`src/rtl/fft_stage_buffer_if.sv`:
```
// fft_stage_buffer_if
//   Handshake bundle between an FFT butterfly stage, the stage buffer and the
//   next stage.
//   in_valid  : producer presents LANES samples on in_data
//   in_ready  : buffer can take one beat of LANES samples
//   in_data   : LANES*WIDTH bits, lane k = bits [k*WIDTH +: WIDTH]
//   out_valid : out_data holds a valid sample
//   out_ready : consumer takes out_data
//   out_data  : WIDTH-bit sample
//   Modports: master = environment side (producer + consumer),
//             slave  = the buffer itself.
interface fft_stage_buffer_if #(
    parameter int WIDTH = 32,
    parameter int LANES = 2
) ();
    logic                     in_valid;
    logic                     in_ready;
    logic [LANES*WIDTH-1:0]   in_data;
    logic                     out_valid;
    logic                     out_ready;
    logic [WIDTH-1:0]         out_data;

    modport master (
        output in_valid,
        output in_data,
        output out_ready,
        input  in_ready,
        input  out_valid,
        input  out_data
    );

    modport slave (
        input  in_valid,
        input  in_data,
        input  out_ready,
        output in_ready,
        output out_valid,
        output out_data
    );
endinterface

```
`src/rtl/fft_stage_buffer.sv`:
```
// fft_stage_buffer
//   Sample buffer between two FFT butterfly stages. Takes LANES samples per
//   accepted beat and releases one sample per completed read.
//   FRAME_MODE = 0 : continuous ring, output valid whenever data is stored.
//   FRAME_MODE = 1 : fill DEPTH samples, then drain all of them, then refill;
//                    frame_done pulses for one cycle after the last read.
//   Ports
//     clk        : rising-edge clock
//     rst        : synchronous active-high reset (priority over flush)
//     flush      : synchronous clear of pointers, count and FSM
//     bus        : slave side of fft_stage_buffer_if (in/out handshakes)
//     count      : stored-sample occupancy, 0..DEPTH
//     full       : count == DEPTH
//     empty      : count == 0
//     frame_done : end-of-drain pulse (always 0 in STREAM mode)
module fft_stage_buffer #(
    parameter int WIDTH      = 32,
    parameter int DEPTH      = 64,
    parameter int LANES      = 2,
    parameter int FRAME_MODE = 0
) (
    input  logic                   clk,
    input  logic                   rst,
    input  logic                   flush,
    fft_stage_buffer_if.slave      bus,
    output logic [$clog2(DEPTH):0] count,
    output logic                   full,
    output logic                   empty,
    output logic                   frame_done
);

    localparam int AW = $clog2(DEPTH);
    localparam int CW = AW + 1;

    localparam logic [CW-1:0] DEPTH_C = CW'(DEPTH);
    localparam logic [CW-1:0] LANES_C = CW'(LANES);
    localparam logic [AW-1:0] STEP_C  = AW'(LANES);

    typedef enum logic {
        FILL  = 1'b0,
        DRAIN = 1'b1
    } state_t;

    // Sample storage: never reset, only pointers and occupancy are.
    logic [WIDTH-1:0] mem [DEPTH];

    logic [AW-1:0] wr_ptr;
    logic [AW-1:0] rd_ptr;
    logic [CW-1:0] count_q;
    logic [CW-1:0] count_nxt;
    state_t        state;
    state_t        state_nxt;
    logic          frame_done_q;
    logic          frame_done_nxt;

    logic          space_ok;
    logic          in_ready_c;
    logic          out_valid_c;
    logic          clear;
    logic          wr_en;
    logic          rd_en;

    // ------------------------------------------------------------------
    // Handshake qualification
    // ------------------------------------------------------------------

    // Space is judged on the registered count only, so a read in the same
    // cycle never opens room early and out_ready has no path to in_ready.
    assign space_ok = (DEPTH_C - count_q) >= LANES_C;

    always_comb begin
        in_ready_c  = 1'b0;
        out_valid_c = 1'b0;
        if (FRAME_MODE != 0) begin
            in_ready_c  = !rst && space_ok && (state == FILL);
            out_valid_c = (state == DRAIN) && (count_q != '0);
        end else begin
            in_ready_c  = !rst && space_ok;
            out_valid_c = (count_q != '0);
        end
    end

    // A reset or flush cycle swallows any handshake presented with it.
    assign clear = rst || flush;
    assign wr_en = bus.in_valid && in_ready_c && !clear;
    assign rd_en = out_valid_c && bus.out_ready && !clear;

    // Occupancy after this cycle's traffic; a write and a read together
    // are legal and net out to LANES-1.
    always_comb begin
        count_nxt = count_q;
        if (wr_en) begin
            count_nxt = count_nxt + LANES_C;
        end
        if (rd_en) begin
            count_nxt = count_nxt - CW'(1);
        end
    end

    // ------------------------------------------------------------------
    // Storage write: lane 0 lands at the lowest address of the beat
    // ------------------------------------------------------------------
    always_ff @(posedge clk) begin
        if (wr_en) begin
            for (int k = 0; k < LANES; k++) begin
                mem[wr_ptr + AW'(k)] <= bus.in_data[k*WIDTH +: WIDTH];
            end
        end
    end

    // ------------------------------------------------------------------
    // Pointers and occupancy
    // ------------------------------------------------------------------
    always_ff @(posedge clk) begin
        if (clear) begin
            wr_ptr  <= '0;
            rd_ptr  <= '0;
            count_q <= '0;
        end else begin
            if (wr_en) begin
                wr_ptr <= wr_ptr + STEP_C;
            end
            if (rd_en) begin
                rd_ptr <= rd_ptr + AW'(1);
            end
            count_q <= count_nxt;
        end
    end

    // ------------------------------------------------------------------
    // Frame FSM: next state and end-of-frame pulse
    // ------------------------------------------------------------------
    always_comb begin
        state_nxt      = state;
        frame_done_nxt = 1'b0;
        if (FRAME_MODE != 0) begin
            case (state)
                FILL: begin
                    // Only writes happen in FILL, so reaching DEPTH here
                    // means the beat just accepted completed the frame.
                    if (wr_en && (count_nxt == DEPTH_C)) begin
                        state_nxt = DRAIN;
                    end
                end
                DRAIN: begin
                    if (rd_en && (count_nxt == '0)) begin
                        state_nxt      = FILL;
                        frame_done_nxt = 1'b1;
                    end
                end
                default: begin
                    state_nxt = FILL;
                end
            endcase
        end
    end

    // ------------------------------------------------------------------
    // Frame FSM: state register
    // ------------------------------------------------------------------
    always_ff @(posedge clk) begin
        if (clear) begin
            state        <= FILL;
            frame_done_q <= 1'b0;
        end else begin
            state        <= state_nxt;
            frame_done_q <= frame_done_nxt;
        end
    end

    // ------------------------------------------------------------------
    // Outputs
    // ------------------------------------------------------------------

    // First-word fall-through: the head sample is always on out_data; a
    // write only becomes visible after its edge, never in the same cycle.
    assign bus.out_data  = mem[rd_ptr];
    assign bus.out_valid = out_valid_c;
    assign bus.in_ready  = in_ready_c;

    assign count      = count_q;
    assign full       = (count_q == DEPTH_C);
    assign empty      = (count_q == '0);
    assign frame_done = (FRAME_MODE != 0) && frame_done_q;

endmodule

```
`src/flat_wrapper.sv`:
```
// flat-port wrapper written by rule: the top's interface ports become plain ports
module fft_stage_buffer_flat 
#(
    parameter int WIDTH      = 32,
    parameter int DEPTH      = 64,
    parameter int LANES      = 2,
    parameter int FRAME_MODE = 0
)
  (clk, rst, flush, count, full, empty, frame_done, bus_in_valid, bus_in_data, bus_out_ready, bus_in_ready, bus_out_valid, bus_out_data);
  fft_stage_buffer_if #(.WIDTH(WIDTH), .LANES(LANES)) bus_i ();
  input  logic clk;
  input  logic rst;
  input  logic flush;
  output logic [$clog2(DEPTH):0] count;
  output logic full;
  output logic empty;
  output logic frame_done;
  input wire logic [$bits(bus_i.in_valid)-1:0] bus_in_valid;
  input wire logic [$bits(bus_i.in_data)-1:0] bus_in_data;
  input wire logic [$bits(bus_i.out_ready)-1:0] bus_out_ready;
  output wire logic [$bits(bus_i.in_ready)-1:0] bus_in_ready;
  output wire logic [$bits(bus_i.out_valid)-1:0] bus_out_valid;
  output wire logic [$bits(bus_i.out_data)-1:0] bus_out_data;
  assign bus_i.in_valid = bus_in_valid;
  assign bus_i.in_data = bus_in_data;
  assign bus_i.out_ready = bus_out_ready;
  assign bus_in_ready = bus_i.in_ready;
  assign bus_out_valid = bus_i.out_valid;
  assign bus_out_data = bus_i.out_data;
  fft_stage_buffer #(.WIDTH(WIDTH), .DEPTH(DEPTH), .LANES(LANES), .FRAME_MODE(FRAME_MODE)) u_core (.clk(clk), .rst(rst), .flush(flush), .bus(bus_i), .count(count), .full(full), .empty(empty), .frame_done(frame_done));
endmodule
```
`config.mk`:
```
export PLATFORM = sky130hd
export DESIGN_NAME = fft_stage_buffer_flat
export DESIGN_NICKNAME = d
export VERILOG_FILES = /design/src/rtl/fft_stage_buffer_if.sv /design/src/rtl/fft_stage_buffer.sv /design/src/flat_wrapper.sv
export SDC_FILE = /design/constraint.sdc
export NUM_CORES = 2
export LEC_CHECK = 0
export ABC_AREA = 1
export BUFFER_PORTS_ARGS = -buffer_cell sky130_fd_sc_hd__buf_2
export CELL_PAD_IN_SITES_DETAIL_PLACEMENT = 1
export CELL_PAD_IN_SITES_GLOBAL_PLACEMENT = 2
export CORE_MARGIN = 1.5
export CORE_UTILIZATION = 48
export DETAILED_ROUTE_END_ITERATION = 7
export PLACE_DENSITY_LB_ADDON = 0.1
export REMOVE_ABC_BUFFERS = 1
export SLEW_MARGIN = 5
export SYNTH_ARGS = -nofsm -noshare
export SYNTH_HDL_FRONTEND = slang
export SYNTH_SLANG_ARGS = --single-unit
export TNS_END_PERCENT = 20
```
`constraint.sdc`:
```
create_clock -name clk -period 15.7 [get_ports clk]
set_input_delay 2.355 -clock clk [delete_from_list [all_inputs] [get_ports clk]]
set_output_delay 2.355 -clock clk [all_outputs]
set_load 0.02 [all_outputs]
```
After elaboration in Yosys (flattened, before gate mapping). Memories as Yosys holds them, arrays and structs flattened. A register that Yosys moved wholly into a read port is not among the register bits. Cells that the tools add are included.

Magnitude comparators: 1. Mux-type cells: 6. $add $sub $neg: 6. Equal/unequal tests: 1. Reduce and logical (&&, ||, !) cells: 10.

Operators by type and width (count): 7-bit two-way mux (2); 6-bit by 1-bit adder with 6-bit output (second input constant) (2); 6-bit two-way mux (2); 7-bit by 2-bit adder with 7-bit output (second input constant) (1); 7-bit equality test (second input constant) (1); 7-bit by 2-bit >= comparator with 1-bit output (second input constant) (1); 7-bit zero test (1); 7-bit nonzero test (1); 7-bit by 1-bit subtractor with 7-bit output (second input constant) (1); 7-bit subtractor (first input constant) (1); 6-bit by 2-bit adder with 6-bit output (second input constant) (1); 1-bit logical AND (5); 1-bit zero test (2); 1-bit two-way mux (2); 1-bit logical OR (1).

Output and inout port bits: 44. Memories kept: 1. RAM bits: 2048. Register bits after elaboration: 19. Word-level logic and storage cells: 28. Input bits: 69.

Memory list: u_core.mem (depth 64, width 32, read ports 1, clocked after Yosys merged registers in 1, wr ports 2, line fft_stage_buffer.sv:45) `logic [WIDTH-1:0] mem [DEPTH];`.

Depth between registers and ports, before layout.
Word-level depth: 8. Mapped depth: 19.

Worst setup path before layout. OpenSTA, ideal clock, no wires.

Kind: input-to-reg. Start point: input port rst. End point: memory u_core.mem[62][0] (enable). Setup slack: 7.679 ns. Buffers on the path: 1. Setup time: 0.567 ns. Data required time: 15.133 ns. Stages on the path: 6. Data arrival time: 7.454 ns. Cells stage by stage: nor2_1 -> inv_1 -> nor2_1 -> nand2_2 -> buf_4 -> nor3_1.

RTL lines: from (decl) (line flat_wrapper.sv:12) `input logic rst;`; to (decl) (line fft_stage_buffer.sv:45).

==> results by group <==
Placement
  • Post-DP HPWL: 116200 um
  • Gpl congestion: 0.7579
  • DP Area: between 80000 and 90000 sq um
  • Port Buffers: 111

Clock tree
  • Clock Path Buffers: 3
  • Post-CTS sizing: 0
  • CTS Hold Bufs: 0
  • CTS clk-pin slew, worst paths: approximately 60 ps
  • Root Buffer: clkbuf_16
  • Setup Fix Bufs, Post-CTS: 0
  • CTS tree: built
  • Sink Count: 2072
  • H-tree Lvls: 4
  • Inserted Clock Buffers: 210
  • Later-pin clock latency in the skew report: 840 ps

Power
  • Max rail drop VDD: 0.0001177 V
  • Leakage: 29.70 nW
  • Pwr Density: 123.4 nW/um^2

Synthesis
  • Mapped Avg Cell Area: 12.99 sq um
  • Synthesized instance count: approximately 6.3k
  • Top-area cell type share of the netlist area: around three quarters
  • Ys Warns: 0
  • Ys flop type: edfxtp_1
  • Number of synthesized register bits: 2072
  • EDFF count, synth: 2048
  • Ranking of synthesized cells by area: edfxtp_1 75%, o21ai_0 5.1%, nor2_1 5.0%
  • Leading area contributor after synthesis: edfxtp_1
  • Sequential fraction of the synthesis area: 75.95%
  • Synthesized area: ~80000 sq um
  • Async set-or-reset flop fraction in the synthesized netlist: 0%
  • Post-synth cell types: 31

Die
  • Core footprint: 169100 sq um
  • Die width: 415.3 um
  • Die height: 415.3 um
  • I/O Pins: 113
  • # rows: 151
  • Die Footprint: roughly 170000 sq um
  • Initial Util: 48.26%

Routing
  • DRT Wirelength: 233500 um
  • Avg WL per Cell: between 20 and 30 um
  • Total number of vias: 52.07k
  • DRC: 0
  • Drt via density: 6.024
  • DRT iter0 DRCs: 4658
  • Antenna Nets Post-Route: 0
  • Pre-antenna DRT Iters: 5

GRT
  • Vias in the first global route: 54.30k
  • First-pass GRT wire length: around 350000 um
  • Gr ovfl total: 0
  • All-layer global routing usage: between 20% and 30%
  • Pin count of the biggest net entering global routing: 255
  • Initial antenna violation count: 11

Final layout
  • Nets: 6324
  • Layout cells sized above 1: 8.425%
  • Most common cell after layout, fill and taps aside: edfxtp_1
  • Finished Cell Area: around 90000 sq um
  • Area Overhead vs Synth: 11.05%
  • Commonest non-fill, non-tap cells in the layout: 2048 x edfxtp_1, 1054 x nor2_1, 828 x o21ai_0, 559 x nand2_1, 509 x o22ai_1

Min path
  • Hold Crit Class: flop to flop

STA
  • Max_slew headroom: 14.46%
  • Fmax: 126.9 MHz
  • Final hold violation count: 0
  • Clock Skews: between 20 and 30 ps
  • Min Tclk post-route: 7882 ps
  • Max Slew Vio Count: 0
  • Period Utilization, post-route: 50.21%
  • Setup violations, final: 0
  • Hold_ws: between 400 and 500 ps
  • Worst-margin pin slew: 1280 ps
  • Setup repair after global routing missed its margin: false

Flow run
  • MaxCap Viol Count: 0

Setup path
  • Crit path launch type: flop
  • CP endpoint kind: primary output
  • CP arrival: 5530 ps
  • Setup CP Type: flop to primary output
  • CP max FO: between 200 and 250
  • CP required: ~13000 ps

Run status
  • Status: finished, final reports clean
## state kept, by name, indices dropped and copies added (netlist names), named ones only
name	flops
u_core.count	7
u_core.mem	2048
u_core.rd_ptr	6
u_core.wr_ptr	5
## cell families (layout without fill, tap and decap cells)
family | count (synthesis) | in the layout | synth area share [%]
flops | 2072 | 2072 | 75.95
simple gates | 2062 | 2062 | 10.19
compound gates | 1644 | 1644 | 10.91
buf+inv | 489 | 626 | 2.741
fa+ha+maj | 10 | 10 | 0.1533
xor+xnor | 6 | 6 | 0.06439
other cells | 1 | 5 | 0.004595
## per-stage QoR
step | power [W] | setup slack, ps | instances | TNS (ps) | utilization (%)
after floorplan | 0.006276 | -26610 | 5836 | -850060 | -
after global placement | 0.006388 | 8762 | 8251 | 0 | 49.62
after detailed placement | 0.006394 | 8678 | 8251 | 0 | 49.62
after CTS | 0.01127 | 7727 | 8639 | 0 | 53.59
after global routing | 0.01147 | 7444 | 8642 | 0 | 53.60
final | 0.01118 | 7818 | 8643 | 0 | 53.60
## worst max-delay path, cell delays in order, from the launching register on
cell	delay, ps
dfxtp_4	630
buf_4	790
buf_12	540
buf_4	860
o21ai_0	240
o22ai_1	260
nand2_1	70
nand3_1	110
nand3_1	90
a21oi_1	360
or2_1	220
buf_2	200
## final timing paths
check                           startpoint  slack (ps)                     endpoint  cells past startpoint
max                                   flop        7820              bus_out_data[4]                     11
min          u_core.rd_ptr[3]$_SDFFE_PP0P_         490                         flop                      2
max reg2reg     u_core.count[1]$_SDFF_PP0_       10980  u_core.mem[40][5]$_DFFE_PP_                     12
min reg2reg  u_core.rd_ptr[3]$_SDFFE_PP0P_         490                         flop                      2
## metal layers
metal,wire length (um),GRT usage [%]
met1,99530,36.27
met2,111600,44.24
met3,13990,4.680
met4,8323,9.995
met5,26,0
## cells in the mapped netlist (12+ instances only)
| library cell | count |
|---|---|
| buf_2 | 136 |
| o211ai_1 | 12 |
| a21oi_1 | 67 |
| nand2_1 | 559 |
| edfxtp_1 | 2048 |
| clkbuf_1 | 224 |
| buf_1 | 43 |
| buf_6 | 16 |
| nand3_1 | 376 |
| o21ai_0 | 828 |
| buf_4 | 29 |
| o21ai_1 | 226 |
| or2_1 | 24 |
| o22ai_1 | 509 |
| nor2_1 | 1083 |
| dfxtp_1 | 24 |
| inv_1 | 37 |
## where the power goes
group	switching, W	internal (W)	leakage, nW
Clock	0.00211	0.00280	3.29
Combinational	0.000159	0.0000320	7.80
Sequential	0.00000246	0.00608	18.6
Total	0.00227	0.00891	29.7
## cell type report
| class | instances | area [sq um] |
|---|---|---|
| fill | 16536 | 78470 |
| sequential | 2072 | 62000 |
| multi-input combinational | 3723 | 17630 |
| clock buffer | 254 | 5587 |
| tap | 2218 | 2775 |
| timing repair buffer | 197 | 1301 |
| clock inverter | 134 | 1130 |
| inverter | 41 | 196.4 |
| antenna | 4 | 10.01 |
(Power assumes the default switching activity.)
